File: src/rtl/regfile_arb_pkg.sv
// Shared definitions for the register-file write-back arbiter.
// Holds default widths, register-file constants, requester indices and the
// two-way round-robin grant helper used by the arbiter.
package regfile_arb_pkg;

  localparam int unsigned ADDR_WIDTH = 5;
  localparam int unsigned DATA_WIDTH = 32;
  localparam int unsigned NUM_REGS   = 1 << ADDR_WIDTH;
  localparam int unsigned REG_ZERO   = 0;

  // Requester indices; also the encoding of the last-grant pointer.
  localparam bit REQ_ALU = 1'b0;
  localparam bit REQ_MEM = 1'b1;

  // Round-robin pick between two requesters. Bit i of the result grants
  // requester i. On a tie the requester not granted last time wins.
  function automatic logic [1:0] rr_grant(input logic [1:0] valid, input logic last_grant);
    logic [1:0] grant;
    grant = 2'b00;
    case (valid)
      2'b01:   grant = 2'b01;
      2'b10:   grant = 2'b10;
      2'b11:   grant = (last_grant == REQ_MEM) ? 2'b01 : 2'b10;
      default: grant = 2'b00;
    endcase
    return grant;
  endfunction

endpackage

File: src/rtl/regfile_wb_arbiter_if.sv
// Write-back bus: two requester handshakes (valid/ready/rd/data) plus the
// registered register-file write port (we/rd/data).
//   master : requester side - drives valid/rd/data, observes ready and the write port
//   slave  : arbiter side   - observes requests, drives ready and the write port
interface regfile_wb_arbiter_if #(
  parameter int unsigned AddrWidth = regfile_arb_pkg::ADDR_WIDTH,
  parameter int unsigned DataWidth = regfile_arb_pkg::DATA_WIDTH
);

  logic                 req0_valid;
  logic                 req0_ready;
  logic [AddrWidth-1:0] req0_rd;
  logic [DataWidth-1:0] req0_data;

  logic                 req1_valid;
  logic                 req1_ready;
  logic [AddrWidth-1:0] req1_rd;
  logic [DataWidth-1:0] req1_data;

  logic                 we;
  logic [AddrWidth-1:0] rd;
  logic [DataWidth-1:0] data;

  modport master (
    output req0_valid, req0_rd, req0_data,
    output req1_valid, req1_rd, req1_data,
    input  req0_ready, req1_ready,
    input  we, rd, data
  );

  modport slave (
    input  req0_valid, req0_rd, req0_data,
    input  req1_valid, req1_rd, req1_data,
    output req0_ready, req1_ready,
    output we, rd, data
  );

endinterface

File: src/rtl/regfile_scoreboard.sv
// Pending-write scoreboard: one busy bit per architectural register.
//   clk_i, rst_ni          : clock, synchronous active-low reset
//   set_i / set_idx_i      : mark a register as having a write in flight
//   clr_i / clr_idx_i      : the write to that register commits this edge
//   rs_i/rt_i -> *_busy_o  : combinational lookups for decode
module regfile_scoreboard
  import regfile_arb_pkg::*;
#(
  parameter int unsigned AddrWidth = ADDR_WIDTH
) (
  input  logic                 clk_i,
  input  logic                 rst_ni,
  input  logic                 set_i,
  input  logic [AddrWidth-1:0] set_idx_i,
  input  logic                 clr_i,
  input  logic [AddrWidth-1:0] clr_idx_i,
  input  logic [AddrWidth-1:0] rs_i,
  input  logic [AddrWidth-1:0] rt_i,
  output logic                 rs_busy_o,
  output logic                 rt_busy_o
);

  localparam int unsigned NumRegs = 1 << AddrWidth;

  logic [NumRegs-1:0] busy_q, busy_d;

  // Clear first, then set, so a new issue to the committing register wins.
  always_comb begin
    busy_d = busy_q;
    if (clr_i) begin
      busy_d[clr_idx_i] = 1'b0;
    end
    if (set_i) begin
      busy_d[set_idx_i] = 1'b1;
    end
    busy_d[REG_ZERO] = 1'b0;
  end

  always_ff @(posedge clk_i) begin
    if (!rst_ni) begin
      busy_q <= '0;
    end else begin
      busy_q <= busy_d;
    end
  end

  // Reset is synchronous, so mask lookups while it is held.
  assign rs_busy_o = rst_ni & busy_q[rs_i];
  assign rt_busy_o = rst_ni & busy_q[rt_i];

endmodule

File: src/rtl/regfile_wb_arbiter.sv
// Write-back controller for the 32-entry register file's single write port.
// Round-robin arbitrates between the ALU (req0) and memory (req1) requesters,
// registers the winning write one cycle before the register file commits it,
// and tracks in-flight destinations so decode can stall on rs/rt.
//   clk_i, rst_ni             : clock, synchronous active-low reset
//   wb                        : requester handshakes and registered write port
//   issue_valid_i/issue_rd_i  : destination of an instruction issued this cycle
//   rs_i/rt_i                 : decode operand addresses
//   rs_busy_o/rt_busy_o       : operand still has an uncommitted write
module regfile_wb_arbiter
  import regfile_arb_pkg::*;
#(
  parameter int unsigned AddrWidth = ADDR_WIDTH,
  parameter int unsigned DataWidth = DATA_WIDTH
) (
  input  logic                   clk_i,
  input  logic                   rst_ni,
  regfile_wb_arbiter_if.slave    wb,
  input  logic                   issue_valid_i,
  input  logic [AddrWidth-1:0]   issue_rd_i,
  input  logic [AddrWidth-1:0]   rs_i,
  input  logic [AddrWidth-1:0]   rt_i,
  output logic                   rs_busy_o,
  output logic                   rt_busy_o
);

  logic [1:0]           valid;
  logic [1:0]           grant;
  logic                 last_grant_q, last_grant_d;
  logic                 we_q, we_d;
  logic [AddrWidth-1:0] rd_q, rd_d;
  logic [DataWidth-1:0] data_q, data_d;

  assign valid = {wb.req1_valid, wb.req0_valid};

  // Ready only ever goes to a valid requester, so ready alone marks a handshake.
  always_comb begin
    grant = 2'b00;
    if (rst_ni) begin
      grant = rr_grant(valid, last_grant_q);
    end
  end

  assign wb.req0_ready = grant[REQ_ALU];
  assign wb.req1_ready = grant[REQ_MEM];

  // Writes to register zero are accepted but never enable the port.
  always_comb begin
    last_grant_d = last_grant_q;
    we_d         = 1'b0;
    rd_d         = rd_q;
    data_d       = data_q;
    if (grant[REQ_ALU]) begin
      last_grant_d = REQ_ALU;
      we_d         = (wb.req0_rd != AddrWidth'(REG_ZERO));
      rd_d         = wb.req0_rd;
      data_d       = wb.req0_data;
    end else if (grant[REQ_MEM]) begin
      last_grant_d = REQ_MEM;
      we_d         = (wb.req1_rd != AddrWidth'(REG_ZERO));
      rd_d         = wb.req1_rd;
      data_d       = wb.req1_data;
    end
  end

  always_ff @(posedge clk_i) begin
    if (!rst_ni) begin
      last_grant_q <= REQ_MEM;
      we_q         <= 1'b0;
      rd_q         <= '0;
      data_q       <= '0;
    end else begin
      last_grant_q <= last_grant_d;
      we_q         <= we_d;
      rd_q         <= rd_d;
      data_q       <= data_d;
    end
  end

  assign wb.we   = we_q;
  assign wb.rd   = rd_q;
  assign wb.data = data_q;

  // The busy bit clears on the commit edge, when we_q is high for rd_q.
  regfile_scoreboard #(
    .AddrWidth (AddrWidth)
  ) u_scoreboard (
    .clk_i     (clk_i),
    .rst_ni    (rst_ni),
    .set_i     (issue_valid_i),
    .set_idx_i (issue_rd_i),
    .clr_i     (we_q),
    .clr_idx_i (rd_q),
    .rs_i      (rs_i),
    .rt_i      (rt_i),
    .rs_busy_o (rs_busy_o),
    .rt_busy_o (rt_busy_o)
  );

endmodule

File: src/flat_wrapper.sv
// flat-port wrapper written by rule: the top's interface ports become plain ports
module regfile_wb_arbiter_flat import regfile_arb_pkg::*;
#(
  parameter int unsigned AddrWidth = ADDR_WIDTH,
  parameter int unsigned DataWidth = DATA_WIDTH
)
  (clk_i, rst_ni, issue_valid_i, issue_rd_i, rs_i, rt_i, rs_busy_o, rt_busy_o, wb_req0_valid, wb_req0_rd, wb_req0_data, wb_req1_valid, wb_req1_rd, wb_req1_data, wb_req0_ready, wb_req1_ready, wb_we, wb_rd, wb_data);
  regfile_wb_arbiter_if #(.AddrWidth(AddrWidth), .DataWidth(DataWidth)) wb_i ();
  input  logic clk_i;
  input  logic rst_ni;
  input  logic issue_valid_i;
  input  logic [AddrWidth-1:0] issue_rd_i;
  input  logic [AddrWidth-1:0] rs_i;
  input  logic [AddrWidth-1:0] rt_i;
  output logic rs_busy_o;
  output logic rt_busy_o;
  input wire logic [$bits(wb_i.req0_valid)-1:0] wb_req0_valid;
  input wire logic [$bits(wb_i.req0_rd)-1:0] wb_req0_rd;
  input wire logic [$bits(wb_i.req0_data)-1:0] wb_req0_data;
  input wire logic [$bits(wb_i.req1_valid)-1:0] wb_req1_valid;
  input wire logic [$bits(wb_i.req1_rd)-1:0] wb_req1_rd;
  input wire logic [$bits(wb_i.req1_data)-1:0] wb_req1_data;
  output wire logic [$bits(wb_i.req0_ready)-1:0] wb_req0_ready;
  output wire logic [$bits(wb_i.req1_ready)-1:0] wb_req1_ready;
  output wire logic [$bits(wb_i.we)-1:0] wb_we;
  output wire logic [$bits(wb_i.rd)-1:0] wb_rd;
  output wire logic [$bits(wb_i.data)-1:0] wb_data;
  assign wb_i.req0_valid = wb_req0_valid;
  assign wb_i.req0_rd = wb_req0_rd;
  assign wb_i.req0_data = wb_req0_data;
  assign wb_i.req1_valid = wb_req1_valid;
  assign wb_i.req1_rd = wb_req1_rd;
  assign wb_i.req1_data = wb_req1_data;
  assign wb_req0_ready = wb_i.req0_ready;
  assign wb_req1_ready = wb_i.req1_ready;
  assign wb_we = wb_i.we;
  assign wb_rd = wb_i.rd;
  assign wb_data = wb_i.data;
  regfile_wb_arbiter #(.AddrWidth(AddrWidth), .DataWidth(DataWidth)) u_core (.clk_i(clk_i), .rst_ni(rst_ni), .wb(wb_i), .issue_valid_i(issue_valid_i), .issue_rd_i(issue_rd_i), .rs_i(rs_i), .rt_i(rt_i), .rs_busy_o(rs_busy_o), .rt_busy_o(rt_busy_o));
endmodule
File: config.mk
export PLATFORM = sky130hd
export DESIGN_NAME = regfile_wb_arbiter_flat
export DESIGN_NICKNAME = d
export VERILOG_FILES = /design/src/rtl/regfile_arb_pkg.sv /design/src/rtl/regfile_wb_arbiter_if.sv /design/src/rtl/regfile_scoreboard.sv /design/src/rtl/regfile_wb_arbiter.sv /design/src/flat_wrapper.sv
export SDC_FILE = /design/constraint.sdc
export NUM_CORES = 1
export LEC_CHECK = 0
export CORE_MARGIN = 2
export CORE_UTILIZATION = 47
export CTS_BUF_LIST = sky130_fd_sc_hd__clkbuf_16
export DETAILED_ROUTE_END_ITERATION = 8
export HOLD_SLACK_MARGIN = 0.12
export MAX_ROUTING_LAYER = met4
export PLACE_DENSITY_LB_ADDON = 0.25
export SLEW_MARGIN = 25
export SYNTH_ARGS = -nofsm -noshare
export SYNTH_HDL_FRONTEND = slang
export SYNTH_HIERARCHICAL = 1
export SYNTH_SLANG_ARGS = --single-unit
File: constraint.sdc
create_clock -name clk_i -period 2.4 [get_ports clk_i]
set_input_delay 0.36 -clock clk_i [delete_from_list [all_inputs] [get_ports clk_i]]
set_output_delay 0.36 -clock clk_i [all_outputs]
set_load 0.005 [all_outputs]
=== After elaboration in Yosys (flattened, before gate mapping) ===
Index checks and enable logic that the tools add are counted.

* Word-level logic and storage cells: 46
* Output and inout port bits: 42
* Bits of input ports: 94
* Bits in registers: 71

* Bitwise logic cells: 5
* Multiplexer cells: 21
* $lt $le $gt $ge: 6
* Reductions and logical operators: 5
* Equality and inequality tests: 3

{| class="wikitable"
|+ Operators by type and width
! cell !! count
|-
| $mux 32 || 4
|-
| $and 32x32->32 || 1
|-
| $not 32->32 || 1
|-
| $or 32x32->32 || 1
|-
| $lt 5x6->1 const B || 4
|-
| $bmux 1 s5 || 2
|-
| $demux 1 s5 || 2
|-
| $ge 5x1->1 const B || 2
|-
| $mux 5 || 2
|-
| $reduce_bool 5->1 || 2
|-
| $mux 1 || 8
|-
| $pmux 2 s3 || 1
|-
| $eq 2x2->1 const B || 2
|-
| $mux 2 || 2
|-
| $and 1x1->1 || 2
|-
| $eq 2x1->1 const B || 1
|-
| $logic_and 1x1->1 || 2
|-
| $reduce_bool 2->1 || 1
|}

=== Logic depth before layout (Yosys ltp) ===
* Depth after elaboration: 9
* Depth in mapped cells: 6
* Depth with buffers taken out: 5

=== By module ===
Netlist, hierarchy kept.

{| class="wikitable"
|+ Modules (own cells, without submodules)
! module !! sequential area each (µm²) !! times used !! cells an instance !! area an instance (µm²)
|-
| regfile_scoreboard || 620.6 || 1 || 212 || 1941.9
|-
| regfile_wb_arbiter || 780.7 || 1 || 141 || 1544.0
|}

=== Worst setup path after synthesis ===
No wires, ideal clock.

* Path kind: input -> output
* Start: in rt_i[0]
* End: out rt_busy_o
* Required time: 2.040 ns
* Buffers on the path: 1
* Path slack: 0.554 ns
* Arrival time: 1.486 ns
* Stages: 5
* Path through: buf_6 mux4_2 mux2_2 a211oi_2 a211oi_1

* Longest elaborated chain between the ends: 3

{| class="wikitable"
|+ Ends and longest elaborated chain
! item !! line !! source
|-
| start: declaration || flat_wrapper.sv:14 || <nowiki>input logic [AddrWidth-1:0] rt_i;</nowiki>
|-
| $bmux 1 s5 || regfile_scoreboard.sv:49 || <nowiki>assign rt_busy_o = rst_ni & busy_q[rt_i];</nowiki>
|-
| $mux 1 (implied by the code) || regfile_scoreboard.sv:49 ||
|-
| $and 1x1->1 || regfile_scoreboard.sv:49 ||
|-
| end: declaration || flat_wrapper.sv:16 || <nowiki>output logic rt_busy_o;</nowiki>
|}

Every way passes these cells. The select of a mux whose other input is x is not followed.

=== Worst setup path in the final report ===
* Start: in rs_i[0]
* End: out rs_busy_o

* Longest elaborated chain between the ends: 3

{| class="wikitable"
|+ Ends and longest elaborated chain
! item !! line !! source
|-
| start: declaration || flat_wrapper.sv:13 || <nowiki>input logic [AddrWidth-1:0] rs_i;</nowiki>
|-
| $bmux 1 s5 || regfile_scoreboard.sv:48 || <nowiki>assign rs_busy_o = rst_ni & busy_q[rs_i];</nowiki>
|-
| $mux 1 (implied by the code) || regfile_scoreboard.sv:48 ||
|-
| $and 1x1->1 || regfile_scoreboard.sv:48 ||
|-
| end: declaration || flat_wrapper.sv:15 || <nowiki>output logic rs_busy_o;</nowiki>
|}

Every way passes these cells. The select of a mux whose other input is x is not followed.

==> results.sh <==
export IMPL_status="finished, final reports clean"
export IMPL_final_common_cell="clkdlybuf4s50_1"
export IMPL_cts_hold_buf=0
export IMPL_path_class="input pin to output port"
export IMPL_dpl_cell_count=586
export IMPL_wire_per_inst_um=18.8
export IMPL_io_buffers=135
export IMPL_whs_ns=0.498
export IMPL_clockBufferDepth=2
export IMPL_syn_area_per_cell_um2=9.87
export IMPL_htree_levels=3
export IMPL_yosys_warnings=6
export IMPL_antenna_found_initial=0
export IMPL_fin_cells=602
export IMPL_grt_use_total_pct=28.7
export IMPL_setup_viol=0
export IMPL_post_cts_buffers=0
export IMPL_cts_tree="built"
export IMPL_grt_pass1_vias=3613
export IMPL_fillers=524
export IMPL_drv_slew=0
export IMPL_critical_path_endpoint_type="output port"
export IMPL_period_needed_ns=2.34
export IMPL_ant_nets=0
export IMPL_start_util_pct=48.3
export IMPL_crit_path_max_incr_delay_ns=0.55
export IMPL_dieWidth_um=90.1
export IMPL_busiest_layer="met2"
export IMPL_row_count=31
export IMPL_critical_path_slowest_cell="mux4_2"
export IMPL_startpoint_type="input pin"
export IMPL_timing_fmax_mhz=427
export IMPL_maxSlewHeadroom_pct=65.5
export IMPL_vias=3502
export IMPL_hp_class="flop to flop"
export IMPL_use_met1_pct=33.0
export IMPL_cp_num_buf_inv=2
export IMPL_clk_pin_slew_ns=0.06
export IMPL_wirelength_um=11300
export IMPL_met2_usage_pct=48.1
export IMPL_dpl_worst_slack_ns=-0.525
export IMPL_cp_num_cells=7
export IMPL_fin_nets=592
export IMPL_die_height_um=90.1
export IMPL_grt_max_degree=39
export IMPL_synth_cell_area_um2=3490
export IMPL_grt_overflow_total=0
export IMPL_cp_max_fo=5
export IMPL_power_density_nw_per_um2=601
export IMPL_synth_seq_area_share_pct=40.2
export IMPL_peakVddDrop_mv=0.435
export IMPL_fin_crit_sh_pct=97.6
export IMPL_ios=136
export IMPL_crit_arrival_ns=1.98
export IMPL_dieArea_um2=8120
export IMPL_place_congestion=0.980
export IMPL_clock_skew_final_ns=0.00740
export IMPL_clk_latency_ns=0.33
export IMPL_rr_worst_depth=3
export IMPL_synth_top_area_share_pct=40.2
export IMPL_synth_top_area_cell="dfxtp_1"
export IMPL_cts_made_buffers=9
export IMPL_clockRootBuffer="clkbuf_16"
export IMPL_ys_types=38
export IMPL_hold_depth=2
export IMPL_layout_common_cells="clkdlybuf4s50_1, dfxtp_1, nand2_1"
export IMPL_maxCapViolCount=0
export IMPL_timing_setup_tns_ns=0
export IMPL_dpl_hpwl_um=8130
export IMPL_vias_per_cell=5.82
export IMPL_ys_top_cells_by_area="dfxtp_1, a221o_1, a21boi_0"
export IMPL_grt_pass1_wl_um=18200
export IMPL_cp_top_family="buffers and inverters"
export IMPL_core_um2=7210
export IMPL_ys_ff_latch=70
export IMPL_cp_common_cell="a211oi_2"
export IMPL_clock_sink_count=70
export IMPL_drtPass1Iterations=4
export IMPL_critPathRequiredTime_ns=2.04
export IMPL_worstPathCellList="clkdlybuf4s15_1, mux4_2, nor2b_1, nor3_1, a211oi_2, a211oi_2, dlygate4sd2_1"
export IMPL_drive_above_1_share_pct=12.5
export IMPL_grt_setup_unrepaired="no"
export IMPL_worst_pin_slew_ns=0.516
export IMPL_power_total_mw=3.19
export IMPL_fin_ws_ns=0.0580
export IMPL_initialDrtViolationCount=258
export IMPL_syn2layout_area_growth_pct=52.6
export IMPL_synthCells=353
export IMPL_hold_viol_final=0
export IMPL_drc=0
export IMPL_antenna_cells=0
export IMPL_synth_nets=447
export IMPL_met3_usage_pct=8.47
export IMPL_power_leakage_nw=2.01
cells in the mapped netlist:
library cell and number:
a21boi_0 31, nand3b_1 5, dfxtp_1 70, clkbuf_1 10, inv_1 1, o21ai_0 32
and3_1 5, nor2_1 7, o311ai_1 2, mux2_2 3, nor3b_2 1, nor3_1 5
a22o_1 3, o311a_1 1, mux2_4 1, nand2_1 42, mux4_2 6, o31a_1 1
or3b_2 3, nor3b_1 4, a221o_1 36, a211oi_2 2, mux4_1 4, and3b_1 2
or3_1 1, a2111oi_0 2, buf_4 1, a221oi_1 2, a21oi_1 1, and2_1 36
buf_6 7, nand3_1 2, a211oi_1 4, nor2b_1 6, buf_2 3, a211o_1 1
and2b_1 4, mux2i_1 6
routing by layer:
layer | part of all wire (%) | vias up | wire length [um]
met2 | 49 | 173 | 5570
met3 | 8.5 | 27 | 962
li1 | - | 1630 | -
met5 | 0 | - | 0
met1 | 40 | 1672 | 4500
met4 | 2.5 | 0 | 278
report_power, final:
| group | switching, mW | internal [mW] | total, mW |
|---|---|---|---|
| Clock | 0.487 | 0.902 | 1.39 |
| Combinational | 0.198 | 0.338 | 0.536 |
| Sequential | 0.0461 | 1.22 | 1.27 |
flip-flops by register name, indices dropped and copies added (netlist names):
| signal | flops |
|---|---|
| u_core/last_grant_q | 1 |
| u_core/u_scoreboard/busy_q | 31 |
| u_core/wb.data | 32 |
| u_core/wb.rd | 5 |
| u_core/wb.we | 1 |
path summary, 6_finish.rpt:
kind / startpoint / slack (ns) / end
max: rs_i[0] / 0.06 / rs_busy_o
min: u_core/u_scoreboard/busy_q[7] / 0.50 / u_core/u_scoreboard/busy_q[7]
max reg2reg: u_core/wb.rd[3] / 0.90 / u_core/u_scoreboard/busy_q[11]
min reg2reg: u_core/u_scoreboard/busy_q[7] / 0.50 / u_core/u_scoreboard/busy_q[7]
through the flow:
stage | instance area, um^2 | util, %
after global placement | 4990 | 69.1
after detailed placement | 4990 | 69.1
final | 5320 | 73.7
after CTS | 5310 | 73.7
after global routing | 5320 | 73.7
after floorplan | 3490 | -
worst reg2reg max path: stages (launching register included):
cell and delay (ns):
dfxtp_1 0.54, or3b_2 0.52, o21ai_0 0.19, a21boi_0 0.12
cell families (layout without fill, tap and decap cells):
group	Yosys count	after routing	synth area share [%]
simple gates	123	123	19.3
buf+inv	22	172	4.09
flops	70	70	40.2
compound gates	118	118	26.4
mux	20	20	10.0
layout make-up:
| cell class | count | area (um^2) | area share [%] |
|---|---|---|---|
| well taps | 99 | 124 | 2.33 |
| inverters | 1 | 3.75 | 0.0706 |
| clock buffers | 9 | 225 | 4.23 |
| multi-input cells | 261 | 1980 | 37.3 |
| flip-flops and latches | 70 | 1400 | 26.3 |
| repair buffers | 155 | 1500 | 28.1 |
| clock inverters | 7 | 87.6 | 1.65 |
what timing repair did:
item | CTS | global route
endpoints found under the hold margin | 0 | 0
endpoints found under the setup margin | 2 | 2
pin swaps | 0 | 2
gates resized for setup | 23 | 10
Power figures use the tool's default switching activity.
